`src/rtl/io_uart.sv`:
```
// io_uart: memory-mapped 8N1 UART with a TX FIFO, single-byte RX buffer, status and divisor registers.
// Build option IO_UART_RX_EN: when defined the receive path exists; otherwise uart_rx is ignored.
module io_uart #(
  parameter logic [15:0] BASE_ADDR    = 16'h0000,
  parameter logic [15:0] CLKS_PER_BIT = 16'd104,
  parameter int          TX_DEPTH     = 4
) (
  input  logic        clk,
  input  logic        resetq,
  input  logic        io_read_enable,
  input  logic        io_write_enable,
  input  logic [15:0] io_address,
  input  logic [15:0] io_write_data,
  output logic [15:0] io_read_data,
  output logic        uart_tx,
  input  logic        uart_rx
);
  localparam int AW = (TX_DEPTH > 2) ? $clog2(TX_DEPTH) : 1;
  localparam logic [AW:0] DEPTH_C = (AW+1)'(TX_DEPTH);

  typedef enum logic [1:0] {S_IDLE = 2'd0, S_START = 2'd1, S_DATA = 2'd2, S_STOP = 2'd3} state_e;

  logic sel_data_s, sel_stat_s, sel_div_s;
  assign sel_data_s = (io_address == BASE_ADDR);
  assign sel_stat_s = (io_address == BASE_ADDR + 16'd4);
  assign sel_div_s  = (io_address == BASE_ADDR + 16'd8);

  logic [15:0] div_q, div_eff_s, bit_len_s;
  assign div_eff_s = (div_q == 16'd0) ? 16'd1 : div_q;
  assign bit_len_s = div_eff_s - 16'd1;

  // Divisor register
  always_ff @(posedge clk or negedge resetq) begin
    if (!resetq) div_q <= CLKS_PER_BIT;
    else if (io_write_enable && sel_div_s) div_q <= io_write_data;
    else div_q <= div_q;
  end

  logic [7:0]    fifo_q [TX_DEPTH];
  logic [AW-1:0] wr_ptr_q, rd_ptr_q;
  logic [AW:0]   count_q;
  logic          full_s, empty_s, push_s, pop_s;
  assign full_s  = (count_q == DEPTH_C);
  assign empty_s = (count_q == {(AW+1){1'b0}});
  assign push_s  = io_write_enable && sel_data_s && !full_s;

  // TX FIFO storage and pointers
  always_ff @(posedge clk or negedge resetq) begin
    if (!resetq) begin
      for (int i = 0; i < TX_DEPTH; i++) fifo_q[i] <= 8'h00;
      wr_ptr_q <= {AW{1'b0}};
      rd_ptr_q <= {AW{1'b0}};
      count_q  <= {(AW+1){1'b0}};
    end else begin
      if (push_s) begin
        fifo_q[wr_ptr_q] <= io_write_data[7:0];
        wr_ptr_q         <= wr_ptr_q + AW'(1'b1);
      end
      if (pop_s) rd_ptr_q <= rd_ptr_q + AW'(1'b1);
      count_q <= count_q + {{AW{1'b0}}, push_s} - {{AW{1'b0}}, pop_s};
    end
  end

  state_e      tx_state_q, tx_state_d;
  logic [15:0] tx_cnt_q, tx_cnt_d;
  logic [7:0]  tx_shift_q, tx_shift_d;
  logic [2:0]  tx_bit_q, tx_bit_d;
  logic        tx_q, tx_d, tx_done_s, tx_idle_s;
  assign tx_done_s = (tx_cnt_q == 16'd0);
  assign tx_idle_s = empty_s && (tx_state_q == S_IDLE);
  assign uart_tx   = tx_q;

  // TX state register; line output resets high asynchronously
  always_ff @(posedge clk or negedge resetq) begin
    if (!resetq) begin
      tx_state_q <= S_IDLE;
      tx_cnt_q   <= 16'd0;
      tx_shift_q <= 8'h00;
      tx_bit_q   <= 3'd0;
      tx_q       <= 1'b1;
    end else begin
      tx_state_q <= tx_state_d;
      tx_cnt_q   <= tx_cnt_d;
      tx_shift_q <= tx_shift_d;
      tx_bit_q   <= tx_bit_d;
      tx_q       <= tx_d;
    end
  end

  // TX next state: each bit reloads the counter from the current divisor
  always_comb begin
    tx_state_d = tx_state_q;
    tx_cnt_d   = tx_cnt_q;
    tx_shift_d = tx_shift_q;
    tx_bit_d   = tx_bit_q;
    pop_s      = 1'b0;
    case (tx_state_q)
      S_IDLE: begin
        if (!empty_s) begin
          tx_state_d = S_START;
          tx_cnt_d   = bit_len_s;
          tx_shift_d = fifo_q[rd_ptr_q];
          pop_s      = 1'b1;
        end else tx_state_d = S_IDLE;
      end
      S_START: begin
        if (tx_done_s) begin
          tx_state_d = S_DATA;
          tx_cnt_d   = bit_len_s;
          tx_bit_d   = 3'd0;
        end else tx_cnt_d = tx_cnt_q - 16'd1;
      end
      S_DATA: begin
        if (tx_done_s) begin
          tx_cnt_d = bit_len_s;
          if (tx_bit_q == 3'd7) tx_state_d = S_STOP;
          else begin
            tx_bit_d   = tx_bit_q + 3'd1;
            tx_shift_d = {1'b0, tx_shift_q[7:1]};
          end
        end else tx_cnt_d = tx_cnt_q - 16'd1;
      end
      S_STOP: begin
        if (tx_done_s && !empty_s) begin
          tx_state_d = S_START;
          tx_cnt_d   = bit_len_s;
          tx_shift_d = fifo_q[rd_ptr_q];
          pop_s      = 1'b1;
        end else if (tx_done_s) tx_state_d = S_IDLE;
        else tx_cnt_d = tx_cnt_q - 16'd1;
      end
      default: tx_state_d = S_IDLE;
    endcase
  end

  // TX line value for the next state
  always_comb begin
    case (tx_state_d)
      S_START: tx_d = 1'b0;
      S_DATA:  tx_d = tx_shift_d[0];
      default: tx_d = 1'b1;
    endcase
  end

  logic [7:0] rx_byte_s;
  logic       rx_valid_s, rx_ovr_flag_s, rx_ferr_flag_s;

`ifdef IO_UART_RX_EN
  logic [2:0]  rx_sync_q;
  logic        rx_s, rx_fall_s, rx_done_s, rd_data_s, rd_stat_s;
  state_e      rx_state_q, rx_state_d;
  logic [15:0] rx_cnt_q, rx_cnt_d, rx_half_s;
  logic [2:0]  rx_bit_q, rx_bit_d;
  logic [7:0]  rx_shift_q, rx_shift_d, rx_byte_q;
  logic        rx_valid_q, rx_ovr_q, rx_ferr_q;
  logic        rx_stop_smp_s, rx_store_s, rx_ovr_set_s, rx_ferr_set_s;

  assign rx_s      = rx_sync_q[1];
  assign rx_fall_s = rx_sync_q[2] && !rx_sync_q[1];
  assign rx_done_s = (rx_cnt_q == 16'd0);
  assign rx_half_s = (div_eff_s < 16'd2) ? 16'd1 : {1'b0, div_eff_s[15:1]};
  assign rd_data_s = io_read_enable && sel_data_s;
  assign rd_stat_s = io_read_enable && sel_stat_s;

  // RX synchronizer plus one delay stage for edge detection
  always_ff @(posedge clk or negedge resetq) begin
    if (!resetq) rx_sync_q <= 3'b111;
    else rx_sync_q <= {rx_sync_q[1:0], uart_rx};
  end

  // RX state register
  always_ff @(posedge clk or negedge resetq) begin
    if (!resetq) begin
      rx_state_q <= S_IDLE;
      rx_cnt_q   <= 16'd0;
      rx_bit_q   <= 3'd0;
      rx_shift_q <= 8'h00;
    end else begin
      rx_state_q <= rx_state_d;
      rx_cnt_q   <= rx_cnt_d;
      rx_bit_q   <= rx_bit_d;
      rx_shift_q <= rx_shift_d;
    end
  end

  // RX next state: start bit re-checked at half a bit, then samples at bit centres
  always_comb begin
    rx_state_d = rx_state_q;
    rx_cnt_d   = rx_cnt_q;
    rx_bit_d   = rx_bit_q;
    rx_shift_d = rx_shift_q;
    case (rx_state_q)
      S_IDLE: begin
        if (rx_fall_s) begin
          rx_state_d = S_START;
          rx_cnt_d   = rx_half_s - 16'd1;
        end else rx_state_d = S_IDLE;
      end
      S_START: begin
        if (rx_done_s && !rx_s) begin
          rx_state_d = S_DATA;
          rx_cnt_d   = bit_len_s;
          rx_bit_d   = 3'd0;
        end else if (rx_done_s) rx_state_d = S_IDLE;
        else rx_cnt_d = rx_cnt_q - 16'd1;
      end
      S_DATA: begin
        if (rx_done_s) begin
          rx_shift_d = {rx_s, rx_shift_q[7:1]};
          rx_cnt_d   = bit_len_s;
          if (rx_bit_q == 3'd7) rx_state_d = S_STOP;
          else rx_bit_d = rx_bit_q + 3'd1;
        end else rx_cnt_d = rx_cnt_q - 16'd1;
      end
      S_STOP: begin
        if (rx_done_s) rx_state_d = S_IDLE;
        else rx_cnt_d = rx_cnt_q - 16'd1;
      end
      default: rx_state_d = S_IDLE;
    endcase
  end

  // RX outputs: stop-bit verdict; a same-edge DATA read frees the buffer
  always_comb begin
    rx_stop_smp_s = (rx_state_q == S_STOP) && rx_done_s;
    rx_store_s    = rx_stop_smp_s && rx_s && (!rx_valid_q || rd_data_s);
    rx_ovr_set_s  = rx_stop_smp_s && rx_s && rx_valid_q && !rd_data_s;
    rx_ferr_set_s = rx_stop_smp_s && !rx_s;
  end

  // RX buffer and sticky flags
  always_ff @(posedge clk or negedge resetq) begin
    if (!resetq) begin
      rx_byte_q  <= 8'h00;
      rx_valid_q <= 1'b0;
      rx_ovr_q   <= 1'b0;
      rx_ferr_q  <= 1'b0;
    end else begin
      if (rx_store_s) rx_byte_q <= rx_shift_q;
      if (rx_store_s) rx_valid_q <= 1'b1;
      else if (rd_data_s) rx_valid_q <= 1'b0;
      if (rx_ovr_set_s) rx_ovr_q <= 1'b1;
      else if (rd_stat_s) rx_ovr_q <= 1'b0;
      if (rx_ferr_set_s) rx_ferr_q <= 1'b1;
      else if (rd_stat_s) rx_ferr_q <= 1'b0;
    end
  end

  assign rx_byte_s      = rx_byte_q;
  assign rx_valid_s     = rx_valid_q;
  assign rx_ovr_flag_s  = rx_ovr_q;
  assign rx_ferr_flag_s = rx_ferr_q;
`else
  logic unused_rx_s;
  assign unused_rx_s    = uart_rx;
  assign rx_byte_s      = 8'h00;
  assign rx_valid_s     = 1'b0;
  assign rx_ovr_flag_s  = 1'b0;
  assign rx_ferr_flag_s = 1'b0;
`endif

  // Read mux, valid only during a read strobe
  always_comb begin
    io_read_data = 16'h0000;
    if (io_read_enable && sel_data_s) io_read_data = {8'h00, rx_byte_s};
    else if (io_read_enable && sel_stat_s)
      io_read_data = {11'd0, rx_ferr_flag_s, rx_ovr_flag_s, rx_valid_s, tx_idle_s, full_s};
    else if (io_read_enable && sel_div_s) io_read_data = div_q;
    else io_read_data = 16'h0000;
  end
endmodule
```
`config.mk`:
```
export PLATFORM = sky130hd
export DESIGN_NAME = io_uart
export DESIGN_NICKNAME = d
export VERILOG_FILES = /design/src/rtl/io_uart.sv
export SDC_FILE = /design/constraint.sdc
export NUM_CORES = 1
export LEC_CHECK = 0
export ABC_AREA = 1
export CAP_MARGIN = 20
export CORE_MARGIN = 4
export CORE_UTILIZATION = 49
export DETAILED_ROUTE_END_ITERATION = 8
export GPL_TIMING_DRIVEN = 0
export PLACE_DENSITY = 0.81
export SLEW_MARGIN = 20
export SYNTH_ARGS = -nofsm -noshare
export SYNTH_HDL_FRONTEND = slang
export SYNTH_SLANG_ARGS = --single-unit
```
`constraint.sdc`:
```
create_clock -name clk -period 2.3 [get_ports clk]
set_clock_uncertainty 0.1 [all_clocks]
set_input_delay 0.23 -clock clk [delete_from_list [all_inputs] [get_ports clk]]
set_output_delay 0.23 -clock clk [all_outputs]
set_load 0.02 [all_outputs]
```
==> impl_results.md <==
* Fraction of post-synthesis cell area in the top cell type by area at 40.5%
* Fraction of layout cells with a size suffix above 1 at 22.6%
* Total CTS buffers at 9
* Final-stage net count at 820
* Number of optimization iterations in the first detailed-route pass at 5
* Maximum buffer depth of the clock tree at 2
* Final-report max-slew violation count at 0
* Delay contributed by the slowest stage of the critical path at 0.42 ns
* Worst IR Drop VDD at 0.532 mV
* Most common library cell in the layout ignoring fill and taps: nand2_1
* Capturing element type of the critical path: flip-flop
* Number of flops mapped to enable cells by yosys at 0
* Crit-path cells: inv_2, ha_4, buf_4, inv_2, nor2_4, nand3_2, nor2_4, nand4_1, nand2_1, inv_1, nand2_2, buf_2, nand2_1, nand2_1, nand2_1, nand2_1
* GRT Util Overall at 23.3%
* Global placer's final weighted congestion at 0.927
* Post-synthesis cell type with the largest combined area: dfrtp_1
* Worst hold slack after final layout at 0.318 ns
* CTS sink cnt at 85
* Launching element type of the critical path: flip-flop
* Number of remaining DRC errors at 0
* Actual transition at the worst max-transition pin at 0.603 ns
* Average size of a mapped cell at 7.61 sq um
* HP Class: in -> async
* Initial Util at 50.7%
* Post-CTS clock slew at the launch and capture registers of the worst setup and hold paths at 0.10 ns
* H-tree depth at 3
* Overall die area at 11900 sq um
* Timing startpoint of the critical path: tx_cnt_q[0]$_DFFE_PN0P_
* Synth Net Count at 709
* Final hold viol count at 0
* Main flop type after synthesis: dfrtp_1
* Number of filler cells placed in the layout at 761
* Sequential fraction of the synthesis area at 42.6%
* Wire length of the first global-routing pass at 21800 um
* CTS tree: built
* Slew Limit Headroom at 59.8%
* HPWL after detailed placement at 9400 um
* Ys Warns at 0
* Crit share post-route at 101%
* Worst skew pair latency at 0.38 ns
* Synth async-reset ratio at 100%
* Violations in the final reports: negative setup slack
* Pleak at 0.00312 uW
* Maximum number of pins on one net before global-route repair at 46
* Final critical path time including I/O delays and setup at 2.32 ns
* Boundary Pins at 54
* Endpoints failing setup at 3
* Library cell contributing the largest single delay on the critical path: dfrtp_1
* CORE AREA at 9860 sq um
* Row cnt at 36
* Horizontal die dimension at 109 um
* Number of cells in the design after placement at 843
* Most frequent cells in the layout: nand2_1 (154), nor2_1 (79), dfrtp_1 (72)
* Pwr per Cell Area at 1060 nW/um^2
* Maximum Capacitance Violations at 0
* Area added between synthesis and finish at 28.4%
* R2r startpoint: tx_cnt_q[0]$_DFFE_PN0P_
* Critical path type: reg -> reg
* Minimum setup slack among reg-to-reg paths at -0.02 ns
* RSZ-0062 raised after global routing: yes
* Vias in the first global route at 4729
* Timing-limited maximum frequency at 431 MHz
* Total wire length after detailed routing at 13900 um
* Non-filler cells in the finished layout at 906
* Via/cell ratio at 5.45
* Combined area of all synthesized cells at 5000 sq um
* Die H at 109 um
* Synthesized instance count at 657
* Clk Tree Root Cell: clkbuf_8
* Crit path setup slack, layout at -0.0221 ns
* Number of antenna violations at the first check in global routing at 0
* Largest fanout on the critical path at 5
* Top post-synthesis cells by area: dfrtp_1 (41%), nand2_1 (12%), nor2_1 (6.6%)
* Final routed wire length divided by cell count at 15.3 um
* Most used cell, CP: nand2_1
* Remaining global-route overflow at 0
* Number of distinct standard cells referenced by the synthesized netlist at 36
* Crit path required time at 2.52 ns
* Count of state elements after synthesis at 85
* Signal arrival time at the worst endpoint at 2.54 ns
* Final antenna diode count at 0
* Status: finished, violations left
* Count of buffers from port buffering at 52
* Vias after detailed routing at 4937
* Drt initial violations at 444
* Remaining antenna violation count after routing at 0
path summary, 6_finish.rpt:
check | end | cells past startpoint
max in group asynchronous | div_q[6]$_DFFE_PN1P_ | 3
min in group clk | div_q[10]$_DFFE_PN0P_ | 2
min reg2reg | fifo_q[23]$_DFFE_PN0P_ | 2
max | tx_cnt_q[3]$_DFFE_PN0P_ | 16
min | tx_cnt_q[8]$_DFFE_PN0P_ | 2
max reg2reg | tx_cnt_q[3]$_DFFE_PN0P_ | 16
cell families (layout without fill, tap and decap cells):
kind of cell	count (synthesis)	after routing	synth area share [%]
buffers and inverters	91	207	7.46
AOI/OAI and AO/OA	115	115	12.3
and+or+nand+nor	320	320	27.9
DFF	85	85	42.6
adders and majority gates	15	15	3.90
muxes	8	8	1.80
xor gates and xnor gates	23	23	4.03
layout make-up:
| class | count | area [sq um] | area share, % |
|---|---|---|---|
| Clock inverter | 7 | 57.6 | 0.897 |
| Inverter | 74 | 287 | 4.46 |
| Multi-Input combinational cell | 481 | 2690 | 41.8 |
| Tap cell | 133 | 166 | 2.59 |
| Buffer | 17 | 98.8 | 1.54 |
| Timing Repair Buffer | 100 | 858 | 13.4 |
| Sequential cell | 85 | 2140 | 33.4 |
| Clock buffer | 9 | 124 | 1.93 |
layer usage:
metal  up-vias  GRT usage [%]  routed length (um)
met5         -              0                   0
met4         0           8.84                 314
met3        37           4.20                 855
met2       239           38.6                6830
met1      2335           30.5                5900
li1       2326              -                   -
sequential cells by signal, summed over array words and instances (netlist names):
signal / count
tx_shift_q: 8
uart_tx: 1
wr_ptr_q: 2
div_q: 16
fifo_q: 32
tx_bit_q: 3
tx_state_q: 2
rd_ptr_q: 2
tx_cnt_q: 16
count_q: 3
synthesized netlist by cell type (3+ instances only):
library cell and number:
xor2_1 20, nand2_2 9, inv_1 71, dfstp_2 4, ha_1 14, nor2_4 3
buf_6 3, o22ai_1 10, mux2_2 8, o21ai_0 53, nor2_2 5, nand3_1 27
a21oi_1 15, clkbuf_1 7, buf_2 7, nor3_1 7, nor4_1 3, xnor2_1 3
nand2_1 162, dfrtp_1 81, o21ai_1 34, nand4_1 6, nor2_1 88
worst max-delay path: cells and delay by family, from the launching register on:
kind          cells  cell delay [ns]
buf+inv           5             0.55
simple gates     10             1.04
flops             1             0.42
fa+ha+maj         1             0.15
repair_timing:
action / 4_1_cts / 5_1_grt
hold buffers: 1 / 0
gates cloned: 0 / 1
pin swaps: 12 / 18
endpoints found under the setup margin: 21 / 28
resized for setup: 55 / 54
hold endpoints to repair: 43 / 0
setup buffers: 15 / 30
stage by stage:
step / power (uW) / setup TNS, ns / instance area, sq um / worst slack [ns] / util (%)
floorplan: 4130 / -0.141 / 5010 / -0.0835 / -
global placement: 4690 / -183.00 / 5690 / -2.13 / 57.7
detailed placement: 4830 / -6.97 / 5710 / -0.641 / 57.9
CTS: 6100 / -0.00309 / 6080 / -0.00309 / 61.6
global route: 7260 / -1.07 / 6420 / -0.121 / 65.1
finish: 6790 / -0.0415 / 6420 / -0.0221 / 65.1
report_power, final:
part / total, uW / switching [uW] / internal [uW]
clock: 1020 / 615 / 407
combinational: 3820 / 2240 / 1580
sequential: 1950 / 192 / 1760
Power figures use the tool's default switching activity.
